`src/rtl/xor_share_pkg.sv`:
```
// Shared types and helpers for the xor_share_arb round-robin sequencer.
package xor_share_pkg;

  localparam int N_REQ_DEF = 4;
  localparam int DW_DEF    = 10;

  // Helpers work on a fixed maximum width so that any instance up to
  // MAX_REQ requesters can reuse them through width casts.
  localparam int MAX_REQ   = 32;
  localparam int MAX_ID_W  = 5;

  // One-hot grant for the first valid requester at ptr+1, ptr+2, ...
  // The scan wraps modulo n.
  function automatic logic [MAX_REQ-1:0] rr_pick(input logic [MAX_REQ-1:0] valid,
                                                 input int ptr,
                                                 input int n);
    logic [MAX_REQ-1:0] g;
    logic               found;
    int                 idx;
    g     = '0;
    found = 1'b0;
    for (int k = 1; k <= MAX_REQ; k++) begin
      if (k <= n && !found) begin
        idx = ptr + k;
        if (idx >= n) idx = idx - n;
        if (valid[idx[MAX_ID_W-1:0]]) begin
          g[idx[MAX_ID_W-1:0]] = 1'b1;
          found                = 1'b1;
        end
      end
    end
    return g;
  endfunction

  function automatic logic [MAX_ID_W-1:0] onehot2idx(input logic [MAX_REQ-1:0] oh);
    logic [MAX_ID_W-1:0] r;
    r = '0;
    for (int i = 0; i < MAX_REQ; i++) begin
      if (oh[i]) r = r | MAX_ID_W'(i);
    end
    return r;
  endfunction

endpackage

```
`src/rtl/rr_arbiter.sv`:
```
// Round-robin arbiter. Owns the last-grant pointer, which moves to the
// granted index only when adv signals that the grant was accepted.
module rr_arbiter
  import xor_share_pkg::*;
#(
  parameter int N_REQ = N_REQ_DEF
) (
  input  logic             clk,
  input  logic             rst_n,
  input  logic [N_REQ-1:0] req_valid,
  input  logic             adv,
  output logic [N_REQ-1:0] grant
);

  localparam int ID_W = $clog2(N_REQ);

  logic [ID_W-1:0] ptr;

  assign grant = N_REQ'(rr_pick(MAX_REQ'(req_valid), 32'(ptr), N_REQ));

  // Reset to the last index so requester 0 has top priority after reset.
  always_ff @(posedge clk or negedge rst_n) begin
    if (!rst_n) begin
      ptr <= ID_W'(N_REQ - 1);
    end else if (adv && |grant) begin
      ptr <= ID_W'(onehot2idx(MAX_REQ'(grant)));
    end
  end

endmodule

```
`src/rtl/xorf.sv`:
```
// Conditional inverter: c = a when b=0, ~a when b=1.
module xorf #(
  parameter int DW = 10
) (
  input  logic [DW-1:0] a,
  input  logic          b,
  output logic [DW-1:0] c
);

  assign c = a ^ {DW{b}};

endmodule

```
`src/rtl/xor_share_arb.sv`:
```
// Shares one xorf datapath among N_REQ requesters through a round-robin grant,
// with a single registered valid/ready output stage and a saturating transfer count.
module xor_share_arb
  import xor_share_pkg::*;
#(
  parameter int N_REQ = N_REQ_DEF,
  parameter int DW    = DW_DEF,
  parameter int CNT_W = 16
) (
  input  logic                     clk,
  input  logic                     rst_n,
  input  logic [N_REQ-1:0]         req_valid,
  output logic [N_REQ-1:0]         req_ready,
  input  logic [N_REQ*DW-1:0]      req_data,
  input  logic [N_REQ-1:0]         req_inv,
  output logic                     out_valid,
  input  logic                     out_ready,
  output logic [DW-1:0]            out_data,
  output logic [$clog2(N_REQ)-1:0] out_id,
  output logic [CNT_W-1:0]         txn_count
);

  localparam int ID_W = $clog2(N_REQ);

  logic             load_en;
  logic [N_REQ-1:0] grant;
  logic [DW-1:0]    sel_data;
  logic             sel_inv;
  logic [DW-1:0]    xor_data;
  logic             take;

  assign load_en = !out_valid || out_ready;

  // Gating with rst_n keeps req_ready low for the whole time reset is held.
  assign req_ready = grant & {N_REQ{load_en && rst_n}};
  assign take      = |req_ready;

  rr_arbiter #(
    .N_REQ (N_REQ)
  ) u_rr_arbiter (
    .clk       (clk),
    .rst_n     (rst_n),
    .req_valid (req_valid),
    .adv       (take),
    .grant     (grant)
  );

  always_comb begin
    sel_data = '0;
    sel_inv  = 1'b0;
    for (int i = 0; i < N_REQ; i++) begin
      if (grant[i]) begin
        sel_data = sel_data | req_data[i*DW +: DW];
        sel_inv  = sel_inv | req_inv[i];
      end
    end
  end

  xorf #(
    .DW (DW)
  ) u_xorf (
    .a (sel_data),
    .b (sel_inv),
    .c (xor_data)
  );

  always_ff @(posedge clk or negedge rst_n) begin
    if (!rst_n) begin
      out_valid <= 1'b0;
      out_data  <= '0;
      out_id    <= '0;
    end else if (take) begin
      out_valid <= 1'b1;
      out_data  <= xor_data;
      out_id    <= ID_W'(onehot2idx(MAX_REQ'(grant)));
    end else if (out_ready) begin
      out_valid <= 1'b0;
    end
  end

  always_ff @(posedge clk or negedge rst_n) begin
    if (!rst_n) begin
      txn_count <= '0;
    end else if (out_valid && out_ready && (txn_count != {CNT_W{1'b1}})) begin
      txn_count <= txn_count + 1'b1;
    end
  end

endmodule
```
`config.mk`:
```
export PLATFORM = sky130hd
export DESIGN_NAME = xor_share_arb
export DESIGN_NICKNAME = d
export VERILOG_FILES = /design/src/rtl/xor_share_pkg.sv /design/src/rtl/rr_arbiter.sv /design/src/rtl/xorf.sv /design/src/rtl/xor_share_arb.sv
export SDC_FILE = /design/constraint.sdc
export NUM_CORES = 1
export LEC_CHECK = 0
export CORE_MARGIN = 4
export CORE_UTILIZATION = 48
export CTS_CLUSTER_SIZE = 12
export DETAILED_ROUTE_END_ITERATION = 8
export PLACE_DENSITY_LB_ADDON = 0.1
export SETUP_SLACK_MARGIN = 0.02
export SYNTH_ARGS = -nofsm -noshare
export SYNTH_HDL_FRONTEND = slang
export SYNTH_SLANG_ARGS = --single-unit
```
`constraint.sdc`:
```
create_clock -name clk -period 5.85 [get_ports clk]
set_clock_uncertainty 0.2 [all_clocks]
set_input_delay 1.755 -clock clk [delete_from_list [all_inputs] [get_ports clk]]
set_output_delay 1.755 -clock clk [all_outputs]
set_load 0.03 [all_outputs]
```
==> Flow_metrics.wiki, run 1 <==
{| class="wikitable"
! Metric !! Value
|-
| Hold WC Path Type || reg -> reg
|-
| Maximum frequency from static timing analysis || between 150 and 200 MHz
|-
| P_leak || 1.388 nW
|-
| Top FF cell, synth || dfrtp_1
|-
| Count of flip-flops with a built-in enable after synthesis || 0
|-
| Vias || roughly 2300
|-
| Number of global-route vias before repair || between 2000 and 2500
|-
| Number of antenna cells inserted || 0
|-
| Number of flip-flops and latches in the synthesized netlist || 31
|-
| Distinct cell type count after synthesis || 46
|-
| Instance count after placement with tap cells included || approximately 370
|-
| Mapped Area || between 2000 and 2500 sq um
|-
| Relative slew slack || 0.4417
|-
| Detailed placement HPWL || between 4000 and 5000 microns
|-
| Root buffer cell || clkbuf_8
|-
| Maximum root-to-sink buffer count || 2
|-
| Share of layout cells above drive strength 1 || 0.1094
|-
| Core area || about 4400 sq um
|-
| Final core utilization || 0.7297
|-
| Area added between synthesis and finish || 44.56%
|-
| Chip Width || roughly 76 microns
|-
| Number of sinks handled by clock tree synthesis || 31
|-
| Result of the run || completed
|-
| Fill cell total of the finished layout || roughly 360
|-
| Setup repair after global routing missed its margin || false
|-
| Total Neg Setup Slack || 0 ns
|-
| Number of maximum-capacitance constraint violations || 0
|-
| Endpoint kind of the worst setup timing path || primary output
|-
| Final Cycle Share || 0.9673
|-
| CP Max Fanout || 4
|-
| Wire length reported by the detailed router || approximately 6500 microns
|-
| Crit path arrival time || 3.70 ns
|-
| Final critical-path required period || between 5 and 6 ns
|-
| Crit path launch type || input port
|-
| Final hold viol count || 0
|-
| Largest net degree at the start of global routing || 32
|-
| Total area of multi-input combinational cells || 1360 sq um
|-
| Cts-stage hold buffer count || 0
|-
| Pwr Density || about 670 nW/um^2
|-
| Overall die height || 76.37 microns
|-
| Clock-pin slew of the registers on the worst-case setup and hold paths || roughly 0.07 ns
|-
| Slew of the pin with the lowest slew margin || 0.8375 ns
|-
| Count of placed standard cells in the final layout, fillers left out || around 380
|-
| Share of flip-flops with an asynchronous set or reset after synthesis || 1.000
|-
| Final global-route overflow total || 0
|-
| Global-route wire length before repair || 10780 microns
|-
| Number of cells produced by synthesis || about 240
|-
| Buffers on Ports || 83
|-
| Crit path kind || in -> out
|-
| Htree depth || 2
|-
| Number of antenna violations at the first check in global routing || 0
|-
| Count of TritonRoute iterations in the first routing pass || 5
|-
| TritonCTS clock tree || done
|-
| Number of vias per cell || a little over 6
|-
| Clock Latency Late Sink || just under 0.3 ns
|-
| Detail-routed net length per standard cell || 17.11 microns
|-
| Initial core utilization || 0.5048
|-
| Pre-CTS worst setup slack || roughly 0.18 ns
|-
| Net count of the mapped netlist || between 300 and 400
|-
| Net count, final || roughly 390
|-
| Setup violation total in the final timing report || 0
|-
| Post-CTS setup buffers || 0
|-
| FF/Latch Area || 778.2 sq um
|-
| Number of buffers created by CTS || 5
|-
| Routed Antenna Nets || 0
|-
| Routability cong. || between 0.8 and 0.9
|-
| Boundary Pins || 84
|-
| Number of core rows || 24
|-
| DR iter-0 viols || 116
|-
| Final setup margin || ~0.19 ns
|-
| Total Die Area || ~5800 sq um
|-
| Number of design rule violations left after detail routing || 0
|-
| Worst IR Drop VDD || 0.0003300 V
|-
| Number of synthesis warnings || 0
|-
| Overall routing resource usage || 0.2271
|-
| Sequential-to-total area share from yosys stat || 0.3469
|-
| Post-synthesis average cell area || 9.194 sq um
|-
| Data required, critical path || ~3.9 ns
|-
| Post-CTS Resized || 0
|-
| Max-slew violation count || 0
|}
==> metrics by stage <==
| stage | power, W | hold WS [ns] | instance area (sq um) |
|---|---|---|---|
| after floorplan | 0.001517 | 0.3952 | 2243 |
| after global placement | 0.001918 | 0.2694 | 3119 |
| after detailed placement | 0.001942 | 0.2771 | 3119 |
| after CTS | 0.002178 | 0.2905 | 3237 |
| after global routing | 0.002366 | 0.3251 | 3243 |
| final | 0.002187 | 0.2877 | 3243 |
==> metal layers <==
layer | part of all wire | GRT usage | wire [microns] | vias up
met3 | 0.085 | 0.06265 | 555 | 10
met2 | 0.46 | 0.3603 | 3028 | 102
met1 | 0.44 | 0.3038 | 2852 | 1111
met4 | 0.013 | 0.06522 | 82 | 0
li1 | - | - | - | 1093
met5 | 0 | 0 | 0 | -
==> cell usage after synthesis (3+ instances only) <==
cell type,instances,area [sq um]
dfrtp_1,29,725.7
nor2_1,25,93.84
nand2_1,17,63.81
a21o_1,13,97.59
nand3_1,12,60.06
a222oi_1,11,110.1
a22o_1,11,96.34
a22oi_1,11,82.58
a31oi_1,11,68.82
clkbuf_1,10,37.54
ha_1,9,112.6
inv_1,9,33.78
xnor2_1,8,70.07
o21ai_1,7,35.03
xor2_1,6,52.55
and2_1,4,25.02
mux2i_1,4,40.04
a21oi_1,3,15.01
a221oi_2,3,45.04
nand2b_1,3,18.77
nand4_1,3,18.77
==> worst max-delay path, cell delays in order <==
cell             delay [ns]
clkdlybuf4s50_1        0.46
mux4_2                 0.52
o221a_2                0.17
a221oi_2               0.31
nor2_1                 0.13
a21oi_1                0.13
nor2_1                 0.06
buf_4                  0.17
==> flip-flops by register name, summed over array words and instances, names as in the netlist <==
register	count
txn_count	16
u_rr_arbiter.ptr	2
out_data	10
out_valid	1
out_id	2
==> kinds of logic after synthesis <==
kind of cell               after synthesis  synth area share
buffers and inverters                   25           0.04964
AOI/OAI and AO/OA                       84            0.2967
xor gates and xnor gates                14           0.05466
and+or+nand+nor                         72            0.1489
muxes                                    9           0.05298
DFF                                     31            0.3469
adders and majority gates                9           0.05020
==> layout by cell type (no fill, tap or decap), types with 6 or more instances in the layout <==
master / synthesis / layout
a222oi_1: 11 / 11
o21ai_1: 7 / 7
nand2_1: 17 / 17
buf_4: 0 / 12
nand3_1: 12 / 12
clkbuf_8: 0 / 6
a21o_1: 13 / 13
inv_1: 9 / 9
xor2_1: 6 / 6
nor2_1: 25 / 25
ha_1: 9 / 9
clkdlybuf4s50_1: 0 / 79
a22oi_1: 11 / 11
a31oi_1: 11 / 11
dfrtp_1: 29 / 29
xnor2_1: 8 / 8
a22o_1: 11 / 11
==> area by class of cell <==
class | count | share of cell area
Timing Repair Buffer | 91 | 0.2716
Inverter | 11 | 0.01273
Clock buffer | 6 | 0.02546
Clock inverter | 2 | 0.01080
Sequential cell | 31 | 0.2400
Multi-Input combinational cell | 188 | 0.4194
Tap cell | 52 | 0.02006
==> worst paths after layout <==
check | start | endpoint | slack, ns | cells after the start
worst min register to register | txn_count[15] | txn_count[15] | 0.29 | 1
worst max register to register | u_rr_arbiter.ptr[0] | out_data[3] | 1.86 | 10
min in group asynchronous | rst_n | out_valid | 1.72 | 2
worst max-delay path | req_valid[3] | req_ready[2] | 0.19 | 8
max in group asynchronous | rst_n | u_rr_arbiter.ptr[1] | 3.41 | 2
worst min-delay path | txn_count[15] | txn_count[15] | 0.29 | 1
==> power by group <==
part	switching (W)	internal, W
registers	0.0000764	0.000302
logic	0.000915	0.000673
clock network	0.0000828	0.000138
total	0.00107	0.00111
No activity file was read; power rests on OpenSTA's default activity.
==> run 2, diff against run 1 <==
--- a/config.mk
+++ b/config.mk
@@ -6,7 +6,7 @@
 export NUM_CORES = 1
 export LEC_CHECK = 0
 export CORE_MARGIN = 4
-export CORE_UTILIZATION = 48
+export CORE_UTILIZATION = 31
 export CTS_CLUSTER_SIZE = 12
 export DETAILED_ROUTE_END_ITERATION = 8
 export PLACE_DENSITY_LB_ADDON = 0.1
==> run 2 against run 1 <==
Worst hold slack better by 0.0064 ns. Sequential power down 1%. Clock power down 24%. Utilization down 26 points. Total power down 3.0%. Design area up 0.58%. Non-clock buffer count unchanged. Count of clock-buffer cells in the layout unchanged. Final cell count up 11%. Setup slack better by 0.016 ns. Routed wire length up 1.4%. Combinational power about the same.
==> Flow_metrics.wiki, run 2 (synthesized netlist as in run 1, its figures left out) <==
{| class="wikitable"
! Metric !! Value
|-
| Worst IR Drop VDD || 0.0003006 V (-8.9%)
|-
| Final global-route overflow total || 0 (unchanged)
|-
| Worst r2r src || u_rr_arbiter.ptr[0]
|-
| Endpoint kind of the worst setup timing path || primary output
|-
| End point of the most critical hold path || txn_count[15]
|-
| Highest routing layer actually used || met4
|-
| Detailed route wirelength on metal3 || 562 microns (+1.3%)
|-
| Routability cong. || 0.8210 (-4.0%)
|-
| Cts-stage hold buffer count || 0 (unchanged)
|-
| Clock-pin slew of the registers on the worst-case setup and hold paths || 0.07 ns (about the same)
|-
| Critical R2R Capture || out_id[0]
|-
| Instance count after placement with tap cells included || 417 (+12%)
|-
| CP Max Fanout || 4 (unchanged)
|-
| Number of antenna cells inserted || 0 (unchanged)
|-
| Hold WC Path Type || reg -> reg
|-
| Worst Hold Path Cells || 1 (unchanged)
|-
| Detailed placement HPWL || 5099 microns (+4.0%)
|-
| Largest Register || txn_count
|-
| Max-slew violation count || 0 (unchanged)
|-
| Post-CTS Resized || 0 (unchanged)
|-
| Leading cell types in the layout, fill and taps excluded || clkdlybuf4s50_1 (79), dfrtp_1 (29), nor2_1 (25), nand2_1 (17), a21o_1 (13)
|-
| Met2 Wirelength || 2884 microns (-4.8%)
|-
| Post-Layout Inst Area || 3262 sq um (+0.58%)
|-
| Chip Width || 93.07 microns (+22%)
|-
| Total Die Area || 8662 sq um (+49%)
|-
| Result of the run || completed
|-
| Total Neg Setup Slack || 0 ns (unchanged)
|-
| Tot Pwr || 0.002121 W (-3.0%)
|-
| Detail-routed net length per standard cell || 15.59 microns (-8.9%)
|-
| Vias || 2189 (-5.5%)
|-
| Pre-CTS worst setup slack || 0.2226 ns (+0.04229 ns)
|-
| Number of maximum-capacitance constraint violations || 0 (unchanged)
|-
| Met1 layer wirelength in the final routing || 3140 microns (+10%)
|-
| Count of placed standard cells in the final layout, fillers left out || 424 (+11%)
|-
| Setup violation total in the final timing report || 0 (unchanged)
|-
| Overall die height || 93.07 microns (+22%)
|-
| Number of design rule violations left after detail routing || 0 (unchanged)
|-
| Number of buffers created by CTS || 5 (unchanged)
|-
| Pwr Density || 650.3 nW/um^2 (-3.6%)
|-
| Crit path launch type || input port
|-
| Hold wc startpoint || txn_count[15]
|-
| Post-CTS setup buffers || 0 (unchanged)
|-
| Number of vias per cell || 5.163 (-15%)
|-
| Slew of the pin with the lowest slew margin || 0.8805 ns (+0.04295 ns)
|-
| Overall routing resource usage || 0.1539 (-0.07321)
|-
| Maximum root-to-sink buffer count || 2 (unchanged)
|-
| Crit path arrival time || 3.69 ns (about the same)
|-
| Data required, critical path || 3.89 ns (about the same)
|-
| Maximum frequency from static timing analysis || 177.2 MHz (+0.29%)
|-
| Clock Latency Late Sink || 0.27 ns (-0.02 ns)
|-
| Number of core rows || 30 (+25%)
|-
| Core area || 6907 sq um (+55%)
|-
| TritonCTS clock tree || done
|-
| Htree depth || 2 (unchanged)
|-
| Final critical-path required period || 5.643 ns (-0.01637 ns)
|-
| Final Cycle Share || 0.9645 (-0.002799)
|-
| Area added between synthesis and finish || 45.40%
|-
| P_leak || 1.371 nW (-1.2%)
|-
| Registers with the most flip-flops || txn_count (16), out_data (10)
|-
| Count of TritonRoute iterations in the first routing pass || 6 (+1)
|-
| Routed Antenna Nets || 0 (unchanged)
|-
| Crit path kind || in -> out
|-
| Final hold viol count || 0 (unchanged)
|-
| Root buffer cell || clkbuf_8
|-
| Final setup margin || 0.2075 ns (+0.01637 ns)
|-
| Flip-flop count of the largest register, all copies and words added || 16 (unchanged)
|-
| Setup repair after global routing missed its margin || false
|-
| Global-route wire length before repair || 10760 microns (-0.19%)
|-
| Net count, final || 388 (unchanged)
|-
| Number of antenna violations at the first check in global routing || 0 (unchanged)
|-
| Wire length reported by the detailed router || 6611 microns (+1.4%)
|-
| Post-detailed-placement cell area || 3174 sq um (+1.8%)
|-
| DR iter-0 viols || 138 (+19%)
|-
| Share of layout cells above drive strength 1 || 0.1037 (-0.005764)
|-
| Initial core utilization || 0.3248 (-0.1800)
|-
| Number of global-route vias before repair || 2186 (-2.0%)
|-
| Largest net degree at the start of global routing || 24 (-25%)
|-
| Boundary Pins || 84 (unchanged)
|-
| Relative slew slack || 0.4130 (-0.02863)
|-
| Most common cell after layout, fill and taps aside || clkdlybuf4s50_1
|-
| R2R setup slack || 1.78 ns (-0.08 ns)
|-
| Number of sinks handled by clock tree synthesis || 31 (unchanged)
|-
| Buffers on Ports || 83 (unchanged)
|-
| Cells on worst reg2reg path || 10 (unchanged)
|}
run 2: cell types whose count changed in the layout (fill, tap and decap cells not counted):
cell	previous run	this run
bufinv_16	1	0
o22ai_2	1	0
o22ai_1	1	2
run 2: metrics by stage:
| stage | hold WS, ns | utilization |
|---|---|---|
| 4_1_cts | 0.2946 | 0.4723 |
| 5_1_grt | 0.3033 | 0.4723 |
| 3_5_place_dp | 0.2828 | 0.4596 |
| 6_report | 0.2941 | 0.4723 |
| 2_1_floorplan | 0.3952 | - |
| 3_3_place_gp | 0.2767 | 0.4596 |
run 2: worst max-delay path by stage:
stage | start | endpoint | depth (start not counted)
final | req_valid[0] | req_ready[1] | 8
after global routing | req_valid[0] | req_ready[1] | 8
after CTS | req_valid[0] | req_ready[1] | 8
after detailed placement | req_valid[0] | req_ready[1] | 8
after global placement | req_valid[0] | req_ready[1] | 8
after floorplan | req_valid[1] | req_ready[1] | 7
run 2: cell type report:
class / count / area (sq um)
Clock buffer: 6 / 82.58
Clock inverter: 1 / 5.005
Fill cell: 702 / 3645
Inverter: 11 / 41.29
Multi-Input combinational cell: 188 / 1354
Sequential cell: 31 / 778.2
Tap cell: 96 / 120.1
Timing Repair Buffer: 91 / 880.8
run 2: critical path: stages:
cell and delay, ns:
clkdlybuf4s50_1 0.51, mux2i_1 0.14, o22ai_1 0.45, mux2i_1 0.17, a21oi_1 0.28, inv_2 0.06
a21oi_1 0.14, buf_4 0.18
run 2: report_power, final:
group / switching [W] / leakage (nW) / total, W / internal [W]
Combinational: 0.000912 / 0.946 / 0.00158 / 0.000668
Clock: 0.0000759 / 0.0470 / 0.000168 / 0.0000922
Sequential: 0.0000719 / 0.378 / 0.000374 / 0.000302
Total: 0.00106 / 1.37 / 0.00212 / 0.00106
run 2: routing by layer:
layer / vias to the layer above / track usage
met3: 4 / 0.05149
met1: 1016 / 0.2103
li1: 1098 / -
met2: 71 / 0.2370
met4: 0 / 0.03175
met5: - / 0
==> run 3, diff against run 2 <==
--- a/config.mk
+++ b/config.mk
@@ -13,4 +13,5 @@
 export SETUP_SLACK_MARGIN = 0.02
 export SYNTH_ARGS = -nofsm -noshare
 export SYNTH_HDL_FRONTEND = slang
+export SYNTH_HIERARCHICAL = 1
 export SYNTH_SLANG_ARGS = --single-unit
==> run 3 against run 2 <==
Setup slack improved by 0.075 ns. Sequential share of layout area rose by 0.79 points. First-iteration DRC count fell by 70%. Final cell count fell by 12%. Routed wire length fell by 13%. Clock power rose by 4%. Fmax rose by 1.4%. Total power fell by 7.3%. Combinational power fell by 11%. Largest power group unchanged.
==> Flow_metrics.wiki, run 3 <==
{| class="wikitable"
! Metric !! Value
|-
| Cts-stage hold buffer count || 0 (unchanged)
|-
| Crit path kind || in -> out
|-
| Pwr Density || 622.8 nW/um^2 (-4.2%)
|-
| Number of design rule violations left after detail routing || 0 (unchanged)
|-
| Area added between synthesis and finish || 46.60%
|-
| Overall routing resource usage || 0.1435 (-0.01039)
|-
| Overall die height || 91.35 microns (-1.9%)
|-
| Initial core utilization || 0.3187 (-0.006115)
|-
| Number of core rows || 30 (unchanged)
|-
| Result of the run || completed
|-
| Top FF cell, synth || dfrtp_1
|-
| Hold WC Path Type || reg -> reg
|-
| Total Neg Setup Slack || 0 ns (unchanged)
|-
| Setup repair after global routing missed its margin || false
|-
| Clock Latency Late Sink || 0.28 ns (about the same)
|-
| Post-synthesis average cell area || 10.45 sq um (+14%)
|-
| Most instantiated cells after synthesis || dfrtp_1 (29), a22oi_1 (23), nand2_1 (18)
|-
| Slew of the pin with the lowest slew margin || 0.6837 ns (-0.1967 ns)
|-
| Most common cell after layout, fill and taps aside || clkdlybuf4s50_1
|-
| Max-slew violation count || 0 (unchanged)
|-
| DR iter-0 viols || 41 (-70%)
|-
| Data required, critical path || 3.89 ns (about the same)
|-
| Sequential-to-total area share from yosys stat || 0.3614 (+0.01451)
|-
| Number of antenna violations at the first check in global routing || 0 (unchanged)
|-
| Buffers on Ports || 83 (unchanged)
|-
| Net count of the mapped netlist || 266 (-13%)
|-
| Number of vias per cell || 5.168 (+0.10%)
|-
| Share of layout cells above drive strength 1 || 0.1593 (+0.05566)
|-
| Detailed placement HPWL || 4469 microns (-12%)
|-
| Clock-pin slew of the registers on the worst-case setup and hold paths || 0.07 ns (about the same)
|-
| Number of flip-flops and latches in the synthesized netlist || 31 (unchanged)
|-
| Wire length reported by the detailed router || 5758 microns (-13%)
|-
| Final global-route overflow total || 0 (unchanged)
|-
| Biggest area consumer among synthesized cells || dfrtp_1
|-
| Area fraction of the dominant cell type after synthesis || 0.3370 (+0.01353)
|-
| Count of placed standard cells in the final layout, fillers left out || 375 (-12%)
|-
| Share of flip-flops with an asynchronous set or reset after synthesis || 1.000 (unchanged)
|-
| Number of global-route vias before repair || 1923 (-12%)
|-
| TritonCTS clock tree || done
|-
| Mapped Area || 2153 sq um (-4.0%)
|-
| Endpoint kind of the worst setup timing path || primary output
|-
| Leading cell type by number of instances after synthesis || dfrtp_1
|-
| Instance count after placement with tap cells included || 368 (-12%)
|-
| Distinct cell type count after synthesis || 47 (+2.2%)
|-
| Number of buffers created by CTS || 5 (unchanged)
|-
| Global-route wire length before repair || 9508 microns (-12%)
|-
| Net count, final || 355 (-8.5%)
|-
| Final critical-path required period || 5.567 ns (-0.07534 ns)
|-
| Final Cycle Share || 0.9517 (-0.01288)
|-
| Detail-routed net length per standard cell || 15.35 microns (-1.5%)
|-
| Relative slew slack || 0.5442 (+0.1312)
|-
| Root buffer cell || clkbuf_8
|-
| Boundary Pins || 84 (unchanged)
|-
| Htree depth || 2 (unchanged)
|-
| Largest Register || txn_count
|-
| Number of sinks handled by clock tree synthesis || 31 (unchanged)
|-
| Count of TritonRoute iterations in the first routing pass || 4 (-2)
|-
| Top area cells in the synthesized netlist || dfrtp_1 (34%), a22oi_1 (8.0%), xor2_1 (6.9%)
|-
| Final hold viol count || 0 (unchanged)
|-
| CP Max Fanout || 4 (unchanged)
|-
| Number of maximum-capacitance constraint violations || 0 (unchanged)
|-
| Number of synthesis warnings || 6 (+6)
|-
| Core area || 6756 sq um (-2.2%)
|-
| Routed Antenna Nets || 0 (unchanged)
|-
| Routability cong. || 0.7935 (-3.3%)
|-
| Leading cell types in the layout, fill and taps excluded || clkdlybuf4s50_1 (78), dfrtp_1 (29), a22oi_1 (23), nand2_1 (18), xor2_1 (17)
|-
| Worst IR Drop VDD || 0.0002493 V (-17%)
|-
| P_leak || 1.368 nW (-0.23%)
|-
| Chip Width || 91.35 microns (-1.9%)
|-
| Post-detailed-placement cell area || 3069 sq um (-3.3%)
|-
| Largest net degree at the start of global routing || 22 (-8.3%)
|-
| Flip-flop count of the largest register, all copies and words added || 16 (unchanged)
|-
| Post-Layout Inst Area || 3157 sq um (-3.2%)
|-
| Crit path arrival time || 3.61 ns (-0.08 ns)
|-
| Maximum root-to-sink buffer count || 2 (unchanged)
|-
| Post-CTS Resized || 0 (unchanged)
|-
| Number of antenna cells inserted || 0 (unchanged)
|-
| Total Die Area || 8344 sq um (-3.7%)
|-
| Setup violation total in the final timing report || 0 (unchanged)
|-
| Registers with the most flip-flops || txn_count (16), out_data (10)
|-
| Post-CTS setup buffers || 0 (unchanged)
|-
| Maximum frequency from static timing analysis || 179.6 MHz (+1.4%)
|-
| Crit path launch type || input port
|-
| Count of flip-flops with a built-in enable after synthesis || 0 (unchanged)
|-
| Number of cells produced by synthesis || 206 (-16%)
|-
| Vias || 1938 (-11%)
|}
-- run 3: changes by cell type after synthesis, moves of 8 or more --
cell,change
nor2_1,-25
a21o_1,-13
a22oi_1,+12
a222oi_1,-11
a31oi_1,-11
xor2_1,+11
a22o_1,-10
mux2_2,+8
nand3_1,-8
-- run 3: routing by layer --
| metal | vias up | share of wire | GRT usage |
|---|---|---|---|
| met4 | 0 | 0.010 | 0.04523 |
| li1 | 955 | - | - |
| met1 | 920 | 0.41 | 0.1704 |
| met5 | - | 0 | 0 |
| met3 | 4 | 0.068 | 0.04391 |
| met2 | 59 | 0.51 | 0.2471 |
-- run 3: power breakdown --
part / switching (W) / internal (W)
combinational: 0.000772 / 0.000643
sequential: 0.0000744 / 0.000303
clock: 0.0000816 / 0.0000923
total: 0.000928 / 0.00104
-- run 3: cell families after synthesis --
group,count (synthesis),synth area share
buffers and inverters,14,0.03312
xor gates and xnor gates,25,0.1017
adders and majority gates,9,0.05230
DFF,31,0.3614
muxes,19,0.1081
AOI/OAI and AO/OA,48,0.1795
and+or+nand+nor,60,0.1639
-- run 3: worst paths after layout --
path / from / endpoint / slack (ns) / depth (start not counted)
max in group asynchronous: rst_n / txn_count[10] / 3.70 / 2
worst min register to register: txn_count[7] / txn_count[7] / 0.30 / 1
worst min-delay path: txn_count[7] / txn_count[7] / 0.30 / 1
min in group asynchronous: rst_n / out_id[1] / 1.17 / 1
worst max-delay path: req_valid[3] / req_ready[3] / 0.28 / 7
worst max register to register: u_rr_arbiter/ptr[0] / out_data[7] / 1.70 / 10
-- run 3: per-stage QoR --
step           power [W]  setup slack [ns]  hold slack, ns    util
4_1_cts         0.002002            0.3051          0.3038  0.4672
3_3_place_gp    0.001812            0.3459          0.2883  0.4543
6_report        0.001966            0.2828          0.2972  0.4672
2_1_floorplan   0.001417            0.3535          0.4133       -
5_1_grt         0.002145            0.1894          0.3280  0.4672
3_5_place_dp    0.001820            0.3005          0.2945  0.4543
-- run 3: critical path, cell delays in order --
cell and delay (ns):
clkdlybuf4s50_1 0.45, mux4_2 0.52, o221a_4 0.14, a221oi_1 0.26, o22ai_1 0.14, and3_1 0.17, buf_4 0.17
-- run 3: area by class of cell --
class | count | area [sq um]
tap | 80 | 100.1
clock buffer | 6 | 82.58
inverter | 7 | 26.28
fill | 663 | 3600
sequential | 31 | 778.2
clock inverter | 1 | 5.005
timing repair buffer | 89 | 860.8
multi-input combinational | 161 | 1304
